==> src/rtl/mem_csr_unit.sv <==
// Machine-mode CSR file and interrupt/MRET sequencer for the MEM stage.
// Optional build macro: MTVEC_VECTORED_EN enables vectored interrupt dispatch via mtvec[1:0].
module mem_csr_unit #(
  parameter logic [31:0] MTVEC_RESET  = 32'h0000_0000,
  parameter int unsigned FLUSH_CYCLES = 2,
  parameter logic [31:0] HART_ID      = 32'h0000_0000
) (
  input  logic        clk,
  input  logic        rst,
  input  logic        mvalid,
  input  logic        mem_csr_en,
  input  logic [2:0]  mfunc3,
  input  logic [11:0] mem_csr_addr,
  input  logic [31:0] csr_wdata_mem,
  input  logic        is_mret_mem,
  input  logic [31:0] mpc,
  input  logic        ext_irq,
  input  logic        timer_irq,
  output logic [31:0] csr_rdata,
  output logic        csr_illegal,
  output logic        redirect,
  output logic [31:0] redirect_pc,
  output logic        flush
);

  localparam int unsigned CW = $clog2(FLUSH_CYCLES + 1);
  localparam logic [CW-1:0] CNT_LAST = CW'(FLUSH_CYCLES);

  typedef enum logic {S_IDLE, S_FLUSH} state_t;
  state_t state, state_nx;

  logic [CW-1:0] cnt;
  logic        st_mie, st_mpie, ie_meie, ie_mtie;
  logic [31:0] mtvec_q, mscratch_q, mepc_q, mcause_q;
  logic [63:0] mcycle_q, mcycle_inc;

  logic        known, pending, irq_ext, take_trap, take_mret, wr_en;
  logic [31:0] wval, trap_cause, trap_vec, mtvec_wval;
  logic [2:0]  unused_bits;

  // imm-form bit is handled identically; mepc low bits are always zero
  assign unused_bits = {mfunc3[2], mpc[1:0]};

  always_comb begin
    csr_rdata = '0;
    known     = 1'b1;
    case (mem_csr_addr)
      12'h300: csr_rdata = {24'h0, st_mpie, 3'b000, st_mie, 3'b000};
      12'h304: csr_rdata = {20'h0, ie_meie, 3'b000, ie_mtie, 7'h00};
      12'h305: csr_rdata = mtvec_q;
      12'h340: csr_rdata = mscratch_q;
      12'h341: csr_rdata = mepc_q;
      12'h342: csr_rdata = mcause_q;
      12'h344: csr_rdata = {20'h0, ext_irq, 3'b000, timer_irq, 7'h00};
      12'hB00: csr_rdata = mcycle_q[31:0];
      12'hB80: csr_rdata = mcycle_q[63:32];
      12'hF14: csr_rdata = HART_ID;
      default: known = 1'b0;
    endcase
  end

  assign csr_illegal = mem_csr_en & mvalid & ~known;

  always_comb begin
    case (mfunc3[1:0])
      2'b01:   wval = csr_wdata_mem;
      2'b10:   wval = csr_rdata | csr_wdata_mem;
      2'b11:   wval = csr_rdata & ~csr_wdata_mem;
      default: wval = csr_rdata;
    endcase
  end

  assign irq_ext    = ext_irq & ie_meie;
  assign pending    = mvalid & st_mie & (irq_ext | (timer_irq & ie_mtie));
  assign take_trap  = (state == S_IDLE) & pending;
  assign take_mret  = (state == S_IDLE) & ~pending & mvalid & is_mret_mem;
  assign wr_en      = mvalid & mem_csr_en & (state == S_IDLE) & ~take_trap &
                      (mfunc3[1:0] != 2'b00);
  assign trap_cause = irq_ext ? 32'h8000_000B : 32'h8000_0007;
  assign mcycle_inc = mcycle_q + 64'd1;

`ifdef MTVEC_VECTORED_EN
  assign trap_vec   = (mtvec_q[1:0] == 2'b01) ?
                      {mtvec_q[31:2], 2'b00} + {26'h0, trap_cause[3:0], 2'b00} :
                      {mtvec_q[31:2], 2'b00};
  assign mtvec_wval = {wval[31:2], (wval[1:0] == 2'b01) ? 2'b01 : 2'b00};
`else
  assign trap_vec   = {mtvec_q[31:2], 2'b00};
  assign mtvec_wval = {wval[31:2], 2'b00};
`endif

  always_comb begin
    state_nx = state;
    case (state)
      S_IDLE:  if (take_trap || take_mret) state_nx = S_FLUSH;
      S_FLUSH: if (cnt == CNT_LAST) state_nx = S_IDLE;
      default: state_nx = S_IDLE;
    endcase
  end

  always_ff @(posedge clk) begin
    if (rst) begin
      state       <= S_IDLE;
      cnt         <= '0;
      redirect    <= 1'b0;
      redirect_pc <= '0;
    end else begin
      state    <= state_nx;
      cnt      <= (state == S_FLUSH && state_nx == S_FLUSH) ? cnt + 1'b1 : '0;
      redirect <= take_trap | take_mret;
      if (take_trap)      redirect_pc <= trap_vec;
      else if (take_mret) redirect_pc <= mepc_q;
    end
  end

  assign flush = (state == S_FLUSH);

  always_ff @(posedge clk) begin
    if (rst) begin
      st_mie     <= 1'b0;
      st_mpie    <= 1'b0;
      ie_meie    <= 1'b0;
      ie_mtie    <= 1'b0;
      mtvec_q    <= MTVEC_RESET;
      mscratch_q <= '0;
      mepc_q     <= '0;
      mcause_q   <= '0;
      mcycle_q   <= '0;
    end else begin
      // a write to either half replaces that half; the other still takes the increment/carry
      mcycle_q[31:0]  <= (wr_en && mem_csr_addr == 12'hB00) ? wval : mcycle_inc[31:0];
      mcycle_q[63:32] <= (wr_en && mem_csr_addr == 12'hB80) ? wval : mcycle_inc[63:32];
      if (wr_en) begin
        case (mem_csr_addr)
          12'h300: begin st_mie <= wval[3]; st_mpie <= wval[7]; end
          12'h304: begin ie_meie <= wval[11]; ie_mtie <= wval[7]; end
          12'h305: mtvec_q    <= mtvec_wval;
          12'h340: mscratch_q <= wval;
          12'h341: mepc_q     <= {wval[31:2], 2'b00};
          12'h342: mcause_q   <= wval;
          default: ;
        endcase
      end
      if (take_trap) begin
        mepc_q   <= {mpc[31:2], 2'b00};
        mcause_q <= trap_cause;
        st_mpie  <= st_mie;
        st_mie   <= 1'b0;
      end else if (take_mret) begin
        st_mie  <= st_mpie;
        st_mpie <= 1'b1;
      end
    end
  end

endmodule

==> config.mk <==
export PLATFORM = sky130hd
export DESIGN_NAME = mem_csr_unit
export DESIGN_NICKNAME = d
export VERILOG_FILES = /design/src/rtl/mem_csr_unit.sv
export SDC_FILE = /design/constraint.sdc
export NUM_CORES = 1
export LEC_CHECK = 0
export BUFFER_PORTS_ARGS = -buffer_cell sky130_fd_sc_hd__buf_2
export CORE_AREA = 8 8 172 174
export DETAILED_ROUTE_END_ITERATION = 12
export DIE_AREA = 0 0 180 182
export PLACE_DENSITY = 0.72
export SLEW_MARGIN = 30
export SYNTH_ARGS = -nofsm -noshare
export SYNTH_HDL_FRONTEND = slang
export SYNTH_SLANG_ARGS = --single-unit
==> constraint.sdc <==
create_clock -name clk -period 6.24 [get_ports clk]
set_input_delay 0.312 -clock clk [delete_from_list [all_inputs] [get_ports clk]]
set_output_delay 0.312 -clock clk [all_outputs]
set_load 0.05 [all_outputs]
==> run_results.csv <==
group,metric,value,unit
synth,synth_largest_area_cell,"dfxtp_1",
power,power.density,239,mW/mm^2
finish,drive_gt1_frac,0.175,
floorplan,start_util,0.445,
grt,antenna_found_initial,1,
power,power_leakage,5.16,nW
timing,fin_crit,3.63,ns
place,place.gp.congestion,0.974,
grt,overflow,0,
synth,yosysSeqAreaShare,0.382,
timing,slew_headroom,0.275,
power,internal_power,2.49,mW
power,p_seq_frac,0.443,
clock_network,h-tree-depth,1,
power,combPwrFrac,0.074,
routing,drt-pass1-iter-count,8,
synth,synth-edff-count,0,
power,vdd_drop_max,0.161,mV
synth,yosysMostFrequentCell,"dfxtp_1",
routing,drt_iter0_drc,1630,
routing,drt-total-wl,44.9,mm
routing,ant_nets,0,
synth,ys_seq_elements,226,
timing,tightest_slew,1.08,ns
clock_network,clockBufferDepth,3,
clock_network,cts_buffers,24,
clock_network,clkTransAtPathRegs,0.06,ns
power,p_switching,0.794,mW
synth,synth_cell_types,80,
synth,async_flop_share,0,
setup_path,critical_path_required,5.93,ns
synth,synth_flop_cell,"dfxtp_1",
place,portBuffers,147,
routing,vias,12300,
synth,avgSynthCellArea,8.46,um^2
finish,fin_cells,1841,
clock_network,holdBufCountCts,0,
clock_network,clock-sinks,226,
min_path,min_path_type,"input port to flop",
floorplan,die_area,0.0328,mm^2
setup_path,start_kind,"input port",
timing,setup_viol,0,
status,status,"finished, final reports clean",
flow_run,cap_violations,0,
floorplan,die_h,182,um
synth,netlist_area,0.0119,mm^2
timing,hold_viol,0,
grt,grt_pass1_wl,68.8,mm
place,placed_cells,1796,
clock_network,cts_resized,0,
timing,fmax,275,MHz
floorplan,rows,60,
timing,grt_setup_unrepaired,"no",
floorplan,io_pins,153,
clock_network,clockRootBuffer,"clkbuf_16",
synth,syn_inst,1402,
power,power.share.clock,0.484,
routing,wl_per_cell,24.4,um
grt,grt_max_degree,83,
finish,area_delta_synth_final,15.6,%
clock_network,cts_tree,"built",
power,swShare,0.242,
finish,fin_nets,1569,
routing,drc,0,
clock_network,post-cts-setup-buffers,0,
timing,period_share,0.582,
floorplan,design.core.area,0.0267,mm^2
setup_path,end_kind,"output pin",
routing,vias_per_cell,6.67,
setup_path,critPathKind,"input port to output pin",
timing,drv_slew,0,
floorplan,dieWidth,180,um
setup_path,crit_fanout,34,
grt,grtUsageTotal,0.262,
setup_path,crit_arrival,3.32,ns
synth,synth_top_area_frac,0.382,
synth,synthTopCellsByArea,"dfxtp_1 (38%), nand2_1 (5.8%), a211oi_1 (5.4%), xnor2_1 (3.8%), a22oi_1 (3.7%)",
timing,setup_tns,0,ns
clock_network,clk_latency,0.53,ns
synth,ys_warn_count,0,
synth,netlist_top_cells_count,"dfxtp_1 (226), nand2_1 (182), a211oi_1 (85)",
place,dp_hpwl,30.5,mm
timing,skew,0.00857,ns
grt,first_global_vias,11800,
[sequential cells by signal (all words and copies together), names as in the netlist]
signal and flops:
cnt 2, flush 1, ie_meie 1, ie_mtie 1, mcause_q 32, mcycle_q 64
mepc_q 30, mscratch_q 32, mtvec_q 30, redirect 1, redirect_pc 30, st_mie 1
st_mpie 1
[routing by layer]
metal,vias to the layer above,GRT usage,share of wire
li1,5510,-,-
met1,5788,0.341,0.40
met2,844,0.401,0.44
met3,139,0.0401,0.10
met4,0,0.163,0.061
met5,-,0,0
[through the flow]
stage	setup WS [ns]	instance area (um^2)	util	hold slack, ns	total power [mW]
after detailed placement	2.61	12800	0.481	0.409	1.72
after global placement	2.55	12800	0.479	0.404	1.71
after CTS	2.74	13700	0.514	0.0836	3.27
after global routing	2.57	13700	0.515	0.0966	3.36
final	2.61	13700	0.515	0.0963	3.28
after floorplan	2.94	11900	-	0.392	1.62
[final timing paths]
path | from | to | slack [ns] | cells after the start
setup reg to reg | mcycle_q[0] | mcycle_q[30] | 3.10 | 7
setup / recovery | mem_csr_addr[5] | csr_rdata[13] | 2.61 | 7
hold / removal | mpc[6] | mepc_q[6] | 0.1 | 3
hold reg to reg | cnt[0] | cnt[0] | 0.41 | 1
[power groups by stage]
stage	combinational, mW	sequential, mW	clock [mW]
3_3_place_gp	0.228	1.48	0
2_1_floorplan	0.133	1.48	0
5_1_grt	0.253	1.45	1.65
3_5_place_dp	0.234	1.48	0
4_1_cts	0.235	1.45	1.59
6_report	0.242	1.45	1.59
[worst max-delay path, stage by stage]
cell and delay [ns]:
buf_2 0.13, or4b_1 0.88, nor3_2 0.59, buf_4 0.52, a222oi_1 0.28, nand3_1 0.27, buf_2 0.31
[kinds of logic (layout without fill, tap and decap cells)]
logic type | Yosys count | count (layout) | synth area share
AND/OR/NAND/NOR | 511 | 511 | 0.221
AO/OA/AOI/OAI | 422 | 422 | 0.264
flip-flops | 226 | 226 | 0.382
buffers and inverters | 131 | 227 | 0.0467
XOR/XNOR | 69 | 69 | 0.0510
multiplexers | 40 | 40 | 0.0340
adder cells (fa/ha/maj) | 2 | 2 | 0.00211
other | 1 | 3 | 0.000316
[cells in the final DEF, fill, tap and decap left out, types with 5 or more instances in the layout]
cell,synthesis,routed
and3_1,18,18
xor2_1,18,18
o2bb2ai_1,24,24
buf_4,8,27
or3_1,7,5
nand2_1,182,179
a2111oi_0,8,8
nor2_1,82,81
and2_1,9,9
a221o_1,7,7
xnor2_1,51,51
mux2i_1,38,38
and4_1,9,9
o21ai_0,66,66
nand4_1,34,34
a22o_1,9,9
nand3b_1,15,15
a221oi_2,5,6
a22oi_1,58,58
a211oi_1,85,85
clkbuf_16,0,25
dfxtp_1,226,226
o22ai_1,32,32
nand2b_1,10,10
nand3_1,55,55
clkinv_2,0,5
nor3_1,29,26
buf_2,20,146
inv_1,8,8
a222oi_1,31,31
a32o_1,12,12
nor4_1,20,19
a31oi_1,10,9
nand4b_1,6,6
clkbuf_8,0,6
a21oi_1,34,32
a31o_2,6,6
[area by class of cell]
| cell class | count | area [um^2] |
|---|---|---|
| Antenna cell | 1 | 2.50 |
| Clock buffer | 35 | 723 |
| Clock inverter | 9 | 145 |
| Fill cell | 2478 | 12900 |
| Inverter | 9 | 33.8 |
| Multi-Input combinational cell | 1046 | 6900 |
| Sequential cell | 226 | 4520 |
| Tap cell | 341 | 427 |
| Timing Repair Buffer | 174 | 961 |
Power figures use the tool's default switching activity.
